## src/rtl/alu_pkg.sv

```systemverilog
// alu_pkg: opcodes shared by the ALU and the muldiv sequencer, plus sequencer encodings
package alu_pkg;
    localparam logic [4:0] ALU_ADD  = 5'd0;
    localparam logic [4:0] ALU_SUB  = 5'd1;
    localparam logic [4:0] ALU_AND  = 5'd2;
    localparam logic [4:0] ALU_OR   = 5'd3;
    localparam logic [4:0] ALU_SLTU = 5'd4;
    localparam logic [4:0] ALU_XOR  = 5'd5;
    localparam logic [4:0] ALU_SLL  = 5'd6;
    localparam logic [4:0] ALU_SRL  = 5'd7;
    localparam logic [4:0] ALU_SRA  = 5'd8;

    localparam logic [1:0] MD_MUL   = 2'd0;
    localparam logic [1:0] MD_MULHU = 2'd1;
    localparam logic [1:0] MD_DIVU  = 2'd2;
    localparam logic [1:0] MD_REMU  = 2'd3;

    typedef enum logic [1:0] {
        IDLE = 2'd0,
        CALC = 2'd1,
        DONE = 2'd2
    } md_state_e;
endpackage

```

## src/rtl/muldiv_seq.sv

```systemverilog
// muldiv_seq: multi-cycle MUL/MULHU/DIVU/REMU sequencer driving the shared ALU
// Ports: clk/rst_n (async active-low); start/op/op_a/op_b request; kill aborts;
//        busy/done/result status; alu_signal/alu_a/alu_b to the ALU, alu_out back.
module muldiv_seq
    import alu_pkg::*;
#(
    parameter int XLEN  = 32,
    parameter int CNT_W = 5
) (
    input  logic            clk,
    input  logic            rst_n,
    input  logic            start,
    input  logic [1:0]      op,
    input  logic [XLEN-1:0] op_a,
    input  logic [XLEN-1:0] op_b,
    input  logic            kill,
    output logic            busy,
    output logic            done,
    output logic [XLEN-1:0] result,
    output logic [4:0]      alu_signal,
    output logic [XLEN-1:0] alu_a,
    output logic [XLEN-1:0] alu_b,
    input  logic [XLEN-1:0] alu_out
);
    md_state_e       state, state_nx;
    logic [1:0]      op_q;
    logic [XLEN-1:0] b_q, hi, lo, hi_nx, lo_nx, r;
    logic [CNT_W-1:0] cnt;
    logic            accept, div0, last, carry, take;

    // start is only honoured in IDLE, and a simultaneous kill wins
    assign accept = (state == IDLE) && start && !kill;
    assign div0   = op[1] && (op_b == '0);
    assign last   = cnt == CNT_W'(XLEN - 1);
    assign busy   = state == CALC;
    assign done   = state == DONE;

    // b_q holds the multiplicand for multiplies and the divisor for divides
    assign r     = {hi[XLEN-2:0], lo[XLEN-1]};
    assign carry = alu_out < hi;
    assign take  = hi[XLEN-1] | (r >= b_q);
    assign hi_nx = op_q[1] ? (take ? alu_out : r) : {carry, alu_out[XLEN-1:1]};
    assign lo_nx = op_q[1] ? {lo[XLEN-2:0], take} : {alu_out[0], lo[XLEN-1:1]};

    always_comb begin
        alu_signal = ALU_ADD;
        alu_a      = '0;
        alu_b      = '0;
        if (state == CALC) begin
            alu_signal = op_q[1] ? ALU_SUB : ALU_ADD;
            alu_a      = op_q[1] ? r : hi;
            alu_b      = (op_q[1] || lo[0]) ? b_q : '0;
        end
    end

    always_comb begin
        state_nx = IDLE;
        if (state == IDLE)
            state_nx = accept ? (div0 ? DONE : CALC) : IDLE;
        else if (state == CALC)
            state_nx = kill ? IDLE : (last ? DONE : CALC);
    end

    always_ff @(posedge clk or negedge rst_n) begin
        if (!rst_n) begin
            state  <= IDLE;
            op_q   <= MD_MUL;
            b_q    <= '0;
            hi     <= '0;
            lo     <= '0;
            cnt    <= '0;
            result <= '0;
        end else begin
            state <= state_nx;
            if (accept) begin
                op_q <= op;
                b_q  <= op[1] ? op_b : op_a;
                hi   <= '0;
                lo   <= op[1] ? op_a : op_b;
                cnt  <= '0;
                if (div0)
                    result <= (op == MD_DIVU) ? '1 : op_a;
            end else if (state == CALC && !kill) begin
                hi  <= hi_nx;
                lo  <= lo_nx;
                cnt <= cnt + 1'b1;
                // odd opcodes (MULHU, REMU) return the upper register
                if (last)
                    result <= op_q[0] ? hi_nx : lo_nx;
            end
        end
    end
endmodule

```

## config.mk

```make
export PLATFORM = sky130hd
export DESIGN_NAME = muldiv_seq
export DESIGN_NICKNAME = d
export VERILOG_FILES = /design/src/rtl/alu_pkg.sv /design/src/rtl/muldiv_seq.sv
export SDC_FILE = /design/constraint.sdc
export NUM_CORES = 1
export LEC_CHECK = 0
export ABC_CLOCK_PERIOD_IN_PS = 3050
export BUFFER_PORTS_ARGS = -buffer_cell sky130_fd_sc_hd__buf_4
export CAP_MARGIN = 20
export CORE_MARGIN = 8
export CORE_UTILIZATION = 40
export CTS_CLUSTER_SIZE = 10
export DETAILED_ROUTE_END_ITERATION = 6
export SETUP_SLACK_MARGIN = 0.3
export SYNTH_ARGS = -nofsm -noshare
export SYNTH_HDL_FRONTEND = slang
export SYNTH_SLANG_ARGS = --single-unit
```

## constraint.sdc

```tcl
create_clock -name clk -period 3.05 [get_ports clk]
set_input_delay 0.61 -clock clk [delete_from_list [all_inputs] [get_ports clk]]
set_output_delay 0.61 -clock clk [all_outputs]
set_load 0.05 [all_outputs]
```

==> results of run 1 <==
-- worst max-delay path, delay by kind of cell (launching register included) --
family | cells | cell delay, ns
muxes | 1 | 0.24
DFF | 1 | 0.34
adders and majority gates | 1 | 0.31
AOI/OAI and AO/OA | 7 | 1.34
buffers and inverters | 3 | 0.48
-- state kept, by name, summed over array words and instances, names as in the netlist --
signal	count
state	2
result	32
hi	32
cnt	5
lo	32
b_q	32
op_q	2
-- area by class of cell --
cell class / instances / share of cell area
multi-input combinational: 851 / 0.469
sequential: 137 / 0.257
timing repair buffer: 286 / 0.171
clock buffer: 19 / 0.0331
tap: 324 / 0.0303
clock inverter: 13 / 0.0203
inverter: 68 / 0.0191
-- routing by layer --
metal,track usage,up-vias,share of wire
met4,0.0945,2,0.035
met3,0.0466,65,0.060
met1,0.302,4627,0.43
li1,-,4542,-
met5,0,-,0.00035
met2,0.393,364,0.48
-- path summary, 6_finish.rpt --
path | slack [ns] | startpoint | cells past startpoint | end
min in group clk | 0.42 | op[0] | 3 | op_q[0]
max in group asynchronous | 1.96 | rst_n | 2 | lo[24]
worst min-delay path | 0.21 | rst_n | 1 | b_q[11]
worst min register to register | 0.48 | b_q[21] | 2 | b_q[21]
worst max register to register | 0.21 | b_q[17] | 12 | result[10]
worst max-delay path | 0.21 | b_q[17] | 12 | result[10]
-- logic make-up (layout without fill, tap and decap cells) --
kind of cell,after synthesis,in the layout,share of synthesized area
buffers and inverters,156,386,0.0647
other,1,4,0.000380
adders and majority gates,65,65,0.0825
and+or+nand+nor,327,327,0.139
AOI/OAI and AO/OA,291,291,0.199
muxes,162,162,0.165
DFF,137,137,0.348
xor gates and xnor gates,2,2,0.00178
-- metrics by stage --
step                instance area, um2  total power [mW]  hold slack (ns)  cells
CTS                              12800              9.26            0.261   1681
detailed placement               12000              6.50            0.470   1647
floorplan                         9880              5.17            0.314   1144
global route                     13400              10.6            0.263   1698
global placement                 12000              6.46            0.466   1647
finish                           13400              10.1            0.207   1698
-- power by group through the flow --
stage	Combinational [mW]	Clock, mW	Sequential, mW
final	5.00	2.57	2.53
after global routing	5.36	2.66	2.58
after CTS	4.15	2.58	2.53
after detailed placement	3.95	0	2.56
after global placement	3.91	0	2.55
after floorplan	2.73	0	2.44
-- cell usage after synthesis, types with 2 or more instances --
master / n
mux2i_1: 158
dfrtp_1: 137
nor2_1: 135
nand2_1: 121
o21ai_0: 81
clkbuf_1: 68
inv_1: 68
ha_1: 65
a21oi_1: 55
a211oi_1: 37
nor3_1: 34
a22o_1: 31
o221ai_1: 30
o31a_1: 29
nand4_1: 9
buf_1: 7
a21o_1: 6
buf_2: 6
nor4_1: 6
o211ai_1: 5
buf_4: 4
nand2b_1: 4
nand3_1: 4
mux2_2: 3
nor2b_1: 3
o22ai_1: 3
or3_1: 3
a31oi_1: 2
and4_1: 2
buf_8: 2
nor4b_1: 2
o21ai_1: 2
o21bai_1: 2
o31ai_1: 2
xor2_1: 2
-- what timing repair did --
item | CTS | global route
gates resized for setup | 16 | 84
cloned | 1 | 2
endpoints found under the setup margin | 34 | 53
setup buffers | 1 | 15
pin swaps | 4 | 18
==> impl_metrics.ini, run 1 <==
[sta]
slew_viol_final = 0
rsz0062_at_grt = true
max_freq_mhz = 352
fin_worst_skew_ns = 0.0164
period_needed_ns = 2.84
hold_violations = 0
maxSlewHeadroom = 0.470
period_share = 0.932
final.setup.tns_ns = 0
worst_slew_pin_slew_ns = 0.795
setup_viol = 0
fin_ws_ns = 0.207

[floorplan]
start_util = 0.407
dieArea_um2 = 29900
dieWidth_um = 173
core_area_um2 = 24200
die_h_um = 173
row_count = 57
ios = 205

[route]
route.detailed.drc = 0
ant_nets = 0
drtIter0Drc = 682
wl_per_cell_um = 21.9
firstDrtPassIters = 5
viasPerCell = 5.65
vias = 9600
wl_um = 37100

[yosys]
yosys.cell_types.count = 48
yosysWarningCount = 0
async_reset_ff_frac = 1.00
ys_seq_elements = 137
netlist.area_leader.share = 0.348
synthCells = 1141
synth_ff_type = dfrtp_1
avgSynthCellArea_um2 = 8.64
synth_top_area_cell = dfrtp_1
ys_top_cells_by_area = dfrtp_1 (35%), mux2i_1 (16%), ha_1 (8.2%)
synth_edf_count = 0
seq_area_frac_synth = 0.348
synth_area_um2 = 9860

[critical_path]
crit_required_ns = 3.36
worstPathMaxFanout = 7
cp-start-kind = flop
endpoint_kind = flop
crit_path_max_incr_delay_ns = 0.34
cp_cell_sequence = inv_1 > ha_1 > a21oi_1 > o21ai_1 > a221oi_2 > o22ai_2 > a21oi_4 > clkbuf_16 > mux2i_4 > a211oi_1 > buf_4 > o31a_1
slowest_stage = dfrtp_1
cp.arrival_ns = 3.16
critPathKind = flop to flop

[global_route]
grt_pass1_wl_um = 56400
grt_max_degree = 78
grt_pass1_vias = 9700
grt-ovfl-total = 0
grt_use_total = 0.238
grt_antenna_before_repair = 1

[power_and_ir_drop]
power.share.combinational = 0.495
p_switching_mw = 3.98
clockPowerShare = 0.254
p_leak_nw = 6.37
cellPowerDensity_nw_per_um2 = 754
power_frac_seq = 0.251
ir_worst_vdd_uv = 459
p_sw_frac = 0.394
p_int_mw = 6.12

[cts]
cts_tree = yes
cts_root_buf = clkbuf_16
cts_hold_buf = 0
cts_buffer_depth = 2
clk_pin_slew_worst_paths_ns = 0.07
cts_sinks = 137
clock_latency_ns = 0.43
cts_made_buffers = 17
h-tree-depth = 4

[cells_and_area]
n_antenna_cell = 0
layout_common_cells = buf_4 (273), mux2i_1 (131), dfrtp_1 (130)
area_growth_pct = 35.8
drive_above_1_share = 0.291
final_nets = 1528
fillerInstances = 2201
multi_input_area_um2 = 6290
fin_util = 0.552
regArea_um2 = 3440
mostFrequentLayoutCell = buf_4

[worst_hold_path]
hold_class = primary input to async pin

[place]
gp_congestion = 0.907
dp_hpwl_um = 27200
portBuffers = 200
place_ws_ns = 0.0397

[outcome]
outcome = finished, final reports clean

[job]
maxCapViolCount = 0
Note: power is estimated with default switching activity, not from simulation.
==> inputs of run 2 (changes only) <==
Settings changed: ABC_AREA set to 1.
==> run 2 against run 1 <==
Compared with the run above:
- die area up 5.4%
- first-iteration DRC count up 41%
- register-to-register slack better by 0.25 ns
- wire length up 5.0%
- synthesized cell count up 38%
- clock-buffer cell count up 4
- highest routed layer is now met4
==> impl_metrics.ini, run 2 <==
[cells_and_area]
mostFrequentLayoutCell = nand2_1
final_nets = 1889
area_growth_pct = 23.6
stdcell_count = 2070
fin_util = 0.500
layout_common_cells = nand2_1 (519), inv_1 (231), buf_4 (223)
drive_above_1_share = 0.167
n_antenna_cell = 0

[cts]
clk_pin_slew_worst_paths_ns = 0.06
cts_hold_buf = 0
cts_buffer_depth = 2
h-tree-depth = 4
cts_root_buf = clkbuf_16
cts_made_buffers = 17
clock_latency_ns = 0.42
cts_tree = yes
cts_sinks = 137

[route]
drt-met1-wl_um = 17600
firstDrtPassIters = 6
met2_wirelength_um = 17100
wl_per_cell_um = 18.8
routed.top_layer = met4
vias = 11045
drtIter0Drc = 960
wl_met3_um = 3540
route.detailed.drc = 0
viasPerCell = 5.34
wl_um = 39000
ant_nets = 0

[global_route]
grt_max_degree = 94
grt_pass1_vias = 10424
grt-ovfl-total = 0
grt_use_total = 0.245
grt_antenna_before_repair = 0
grt_pass1_wl_um = 60000

[power_and_ir_drop]
ir_worst_vdd_uv = 329
cellPowerDensity_nw_per_um2 = 674
p_leak_nw = 6.94

[sta]
final.setup.tns_ns = 0
slew_viol_final = 0
maxSlewHeadroom = 0.372
period_needed_ns = 2.65
max_freq_mhz = 377
hold_violations = 0
setup_viol = 0
fin_worst_skew_ns = 0.00785
period_share = 0.869
worst_slew_pin_slew_ns = 0.943
rsz0062_at_grt = false

[floorplan]
dieArea_um2 = 31600
ios = 205
die_h_um = 178
core_area_um2 = 25800
dieWidth_um = 178
row_count = 59
start_util = 0.405

[critical_path]
cp.arrival_ns = 2.04
worstPathMaxFanout = 33
path_delay_family = simple AND/OR/NAND/NOR gates
critPathKind = flop to output port
cp_cell_sequence = nor2_4 > inv_2 > nor3_1 > buf_4
cp-start-kind = flop
crit_path_max_incr_delay_ns = 0.43
endpoint_kind = output port
slowest_stage = dfrtp_1
crit_required_ns = 2.44
crit_buf_inv = 2

[place]
gp_congestion = 0.880
dp.cells = 2037
dp_hpwl_um = 29300
portBuffers = 200

[job]
maxCapViolCount = 0

[outcome]
outcome = finished, final reports clean

[yosys]
ys_top_cells_by_area = dfrtp_1 (33%), nand2_1 (19%), inv_1 (8.3%)
seq_area_frac_synth = 0.328
synth_edf_count = 0
netlist.area_leader.share = 0.328
synthCells = 1574
async_reset_ff_frac = 1.00
yosysWarningCount = 0
synth_area_um2 = 10500
synth_ff_type = dfrtp_1
avgSynthCellArea_um2 = 6.64
synth_most_common_cell = nand2_1
synth_top_area_cell = dfrtp_1
yosys-top-cells-count = nand2_1 (519), inv_1 (232), o21ai_0 (147), dfrtp_1 (137), a21oi_1 (68)
ys_seq_elements = 137
yosys.cell_types.count = 37

[worst_hold_path]
hold_class = primary input to async pin
-- run 2: changes by cell type in the layout (fill, tap and decap cells not counted), moves of 29 or more --
cell and delta:
o21ai_0 +74, o31a_1 -29, inv_1 +167, nand3_1 +40, nor2_1 -106, nand2_1 +398, o211ai_1 +30, nand4_1 +30
buf_4 -50, a31oi_1 +30, mux2i_1 -131, a22o_1 -29
-- run 2: worst register-to-register path: stages (launching register included) --
cell     delay, ns
dfrtp_1       0.35
inv_1         0.19
ha_1          0.28
nand2_1       0.13
o21ai_0       0.15
a21oi_1       0.20
nand2_1       0.09
nand2_2       0.14
nand3_2       0.35
nand2_1       0.17
nand3_1       0.08
nand2_1       0.13
nand2_1       0.09
nand2_1       0.08
nand2_1       0.04
nand2_1       0.06
-- run 2: cell type report --
class                   instances  area (um2)
clock buffers                  23         468
inverters                     237         890
fillers                      2712       12900
flip-flops and latches        137        3430
repair buffers                234        1860
well taps                     335         419
multi-input cells            1095        5700
clock inverters                 9         145
-- run 2: layer usage --
| metal | vias up | global-route usage |
|---|---|---|
| li1 | 5443 | - |
| met3 | 41 | 0.0530 |
| met4 | 0 | 0.0722 |
| met2 | 487 | 0.368 |
| met5 | - | 0 |
| met1 | 5074 | 0.346 |
-- run 2: worst paths after layout --
kind | startpoint | endpoint | slack [ns] | cells after the start
min in group clk | op_a[4] | b_q[4] | 0.44 | 3
max in group asynchronous | rst_n | lo[13] | 2.04 | 2
max | state[1] | alu_b[30] | 0.40 | 4
min reg2reg | cnt[3] | cnt[3] | 0.46 | 1
max reg2reg | b_q[14] | result[12] | 0.46 | 15
min | rst_n | lo[24] | 0.21 | 1
-- run 2: cells by family (layout without fill, tap and decap cells) --
family,count (synthesis),in the layout,share of synthesized area
other,1,4,0.000359
buffers and inverters,346,503,0.133
AND/OR/NAND/NOR,680,681,0.270
AO/OA/AOI/OAI,345,345,0.190
adder cells (fa/ha/maj),65,65,0.0778
flip-flops,137,137,0.328
-- run 2: timing repair --
action                                  CTS  global route
gates resized for setup                   0             6
setup buffers                             0             0
endpoints found under the setup margin    0            30
-- run 2: power by group --
group | total (mW) | switching [mW] | internal (mW)
Combinational | 4.12 | 2.79 | 1.34
Sequential | 2.37 | 0.201 | 2.16
Clock | 2.21 | 0.808 | 1.41
-- run 2: through the flow --
stage | total power [mW] | hold WS [ns] | cell area [um2] | setup WS [ns]
final | 8.70 | 0.207 | 12900 | 0.400
after global routing | 9.31 | 0.253 | 12900 | 0.287
after CTS | 8.67 | 0.234 | 12900 | 0.366
after detailed placement | 6.44 | 0.455 | 12300 | 0.181
after global placement | 6.39 | 0.444 | 12300 | 0.195
after floorplan | 5.23 | 0.314 | 10500 | 0.238
==> inputs of run 3 (changes only) <==
Settings changed: CELL_PAD_IN_SITES_DETAIL_PLACEMENT set to 0, CELL_PAD_IN_SITES_GLOBAL_PLACEMENT set to 1, PLACE_DENSITY_LB_ADDON set to 0.1.
==> run 3 against run 2 <==
Compared with the run above:
- die area unchanged
- worst setup slack worse by 0.015 ns
- highest routed layer unchanged
- sequential power about the same
- register-to-register slack got worse by 0.03 ns
- clock-buffer cell count is 6 lower
- non-clock buffer count unchanged
- largest power group unchanged
- via count decreased by 0.25%
- fmax decreased by 0.56%
- utilization shrank 0.18 points
- critical path depth grew 1
- worst hold slack got worse by 0.039 ns
==> impl_metrics.ini, run 3 (synthesized netlist as in run 2, its figures left out) <==
[cts]
cts_made_buffers = 17
cts_hold_buf = 0
cts_sinks = 137
clock_latency_ns = 0.42
h-tree-depth = 4
cts_buffer_depth = 2
cts_tree = yes
cts_root_buf = clkbuf_16
clk_pin_slew_worst_paths_ns = 0.07
cts_setup_buffers = 0

[critical_path]
worstPathMaxFanout = 38
endpoint_kind = output port
crit_required_ns = 2.44
cp.arrival_ns = 2.05
cp-startpoint = op_q[1]
rr_startpoint = hi[22]
critPathKind = flop to output port
cp-start-kind = flop

[floorplan]
die_h_um = 178
core_area_um2 = 25800
start_util = 0.405
row_count = 59
dieArea_um2 = 31600
ios = 205
dieWidth_um = 178

[route]
wl_per_cell_um = 18.8
route.detailed.drc = 0
viasPerCell = 5.32
drtIter0Drc = 960
wl_um = 38800
vias = 11017
firstDrtPassIters = 5
ant_nets = 0

[global_route]
grt_antenna_before_repair = 0
grt_use_total = 0.245
grt_pass1_wl_um = 60500
grt_max_degree = 78
grt-ovfl-total = 0
grt_pass1_vias = 10574

[sta]
slew_viol_final = 0
fin_ws_ns = 0.385
period_needed_ns = 2.66
setup_viol = 0
period_share = 0.874
holdWs_ns = 0.167
hold_violations = 0
max_freq_mhz = 375
fin_worst_skew_ns = 0.0158
rsz0062_at_grt = false
worst_slew_pin_slew_ns = 0.819
maxSlewHeadroom = 0.454
final.setup.tns_ns = 0

[power_and_ir_drop]
p_leak_nw = 6.89
totalPowerFinal_mw = 8.72
cellPowerDensity_nw_per_um2 = 678
ir_worst_vdd_uv = 360

[cells_and_area]
layout_common_cells = nand2_1 (519), inv_1 (231), buf_4 (228)
regArea_um2 = 3430
area_growth_pct = 23.1
multi_input_area_um2 = 5700
final_nets = 1889
mostFrequentLayoutCell = nand2_1
drive_above_1_share = 0.169
stdcell_count = 2069
fillerInstances = 2643
fin_util = 0.498
n_antenna_cell = 0
final_area_um2 = 12900

[place]
place_area_um2 = 12200
dp.cells = 2037
place_ws_ns = 0.300
dp_hpwl_um = 28800
portBuffers = 200
gp_congestion = 0.855

[outcome]
outcome = finished, final reports clean

[worst_hold_path]
hold_class = primary input to async pin

[job]
maxCapViolCount = 0
-- run 3: routing by layer --
layer	global-route usage	vias up	wire length, um
met5	0	-	0
met4	0.0476	0	318
met3	0.0464	23	2830
met2	0.367	398	16900
met1	0.361	5157	18800
li1	-	5439	-
-- run 3: final timing paths --
kind                         endpoint  slack (ns)  cells after the start
max in group asynchronous     op_q[1]        2.12                      2
hold reg to reg                cnt[3]        0.47                      1
setup reg to reg            result[0]        0.43                     14
min in group clk              b_q[27]        0.45                      3
setup / recovery            alu_b[15]        0.39                      5
hold / removal             result[23]        0.17                      1
-- run 3: where the power goes --
part / total [mW] / internal, mW / leakage [nW] / switching, mW
registers: 2.39 / 2.16 / 1.77 / 0.227
logic: 4.09 / 1.33 / 4.84 / 2.76
clock network: 2.24 / 1.37 / 0.280 / 0.871
-- run 3: critical path, stage by stage (launching register included) --
cell     delay (ns)
dfrtp_2        0.39
buf_6          0.26
nor2_2         0.05
buf_4          0.25
nor3_1         0.40
buf_4          0.28
-- run 3: repair_timing --
item | in CTS | in global routing
setup endpoints to repair | 0 | 8
hold endpoints to repair | 0 | 0
gates resized for setup | 0 | 4
-- run 3: layout make-up --
cell class	instances	area share
clock buffers	17	0.0331
clock inverters	14	0.0155
inverters	237	0.0691
multi-input cells	1095	0.443
flip-flops and latches	137	0.266
well taps	335	0.0326
repair buffers	234	0.140
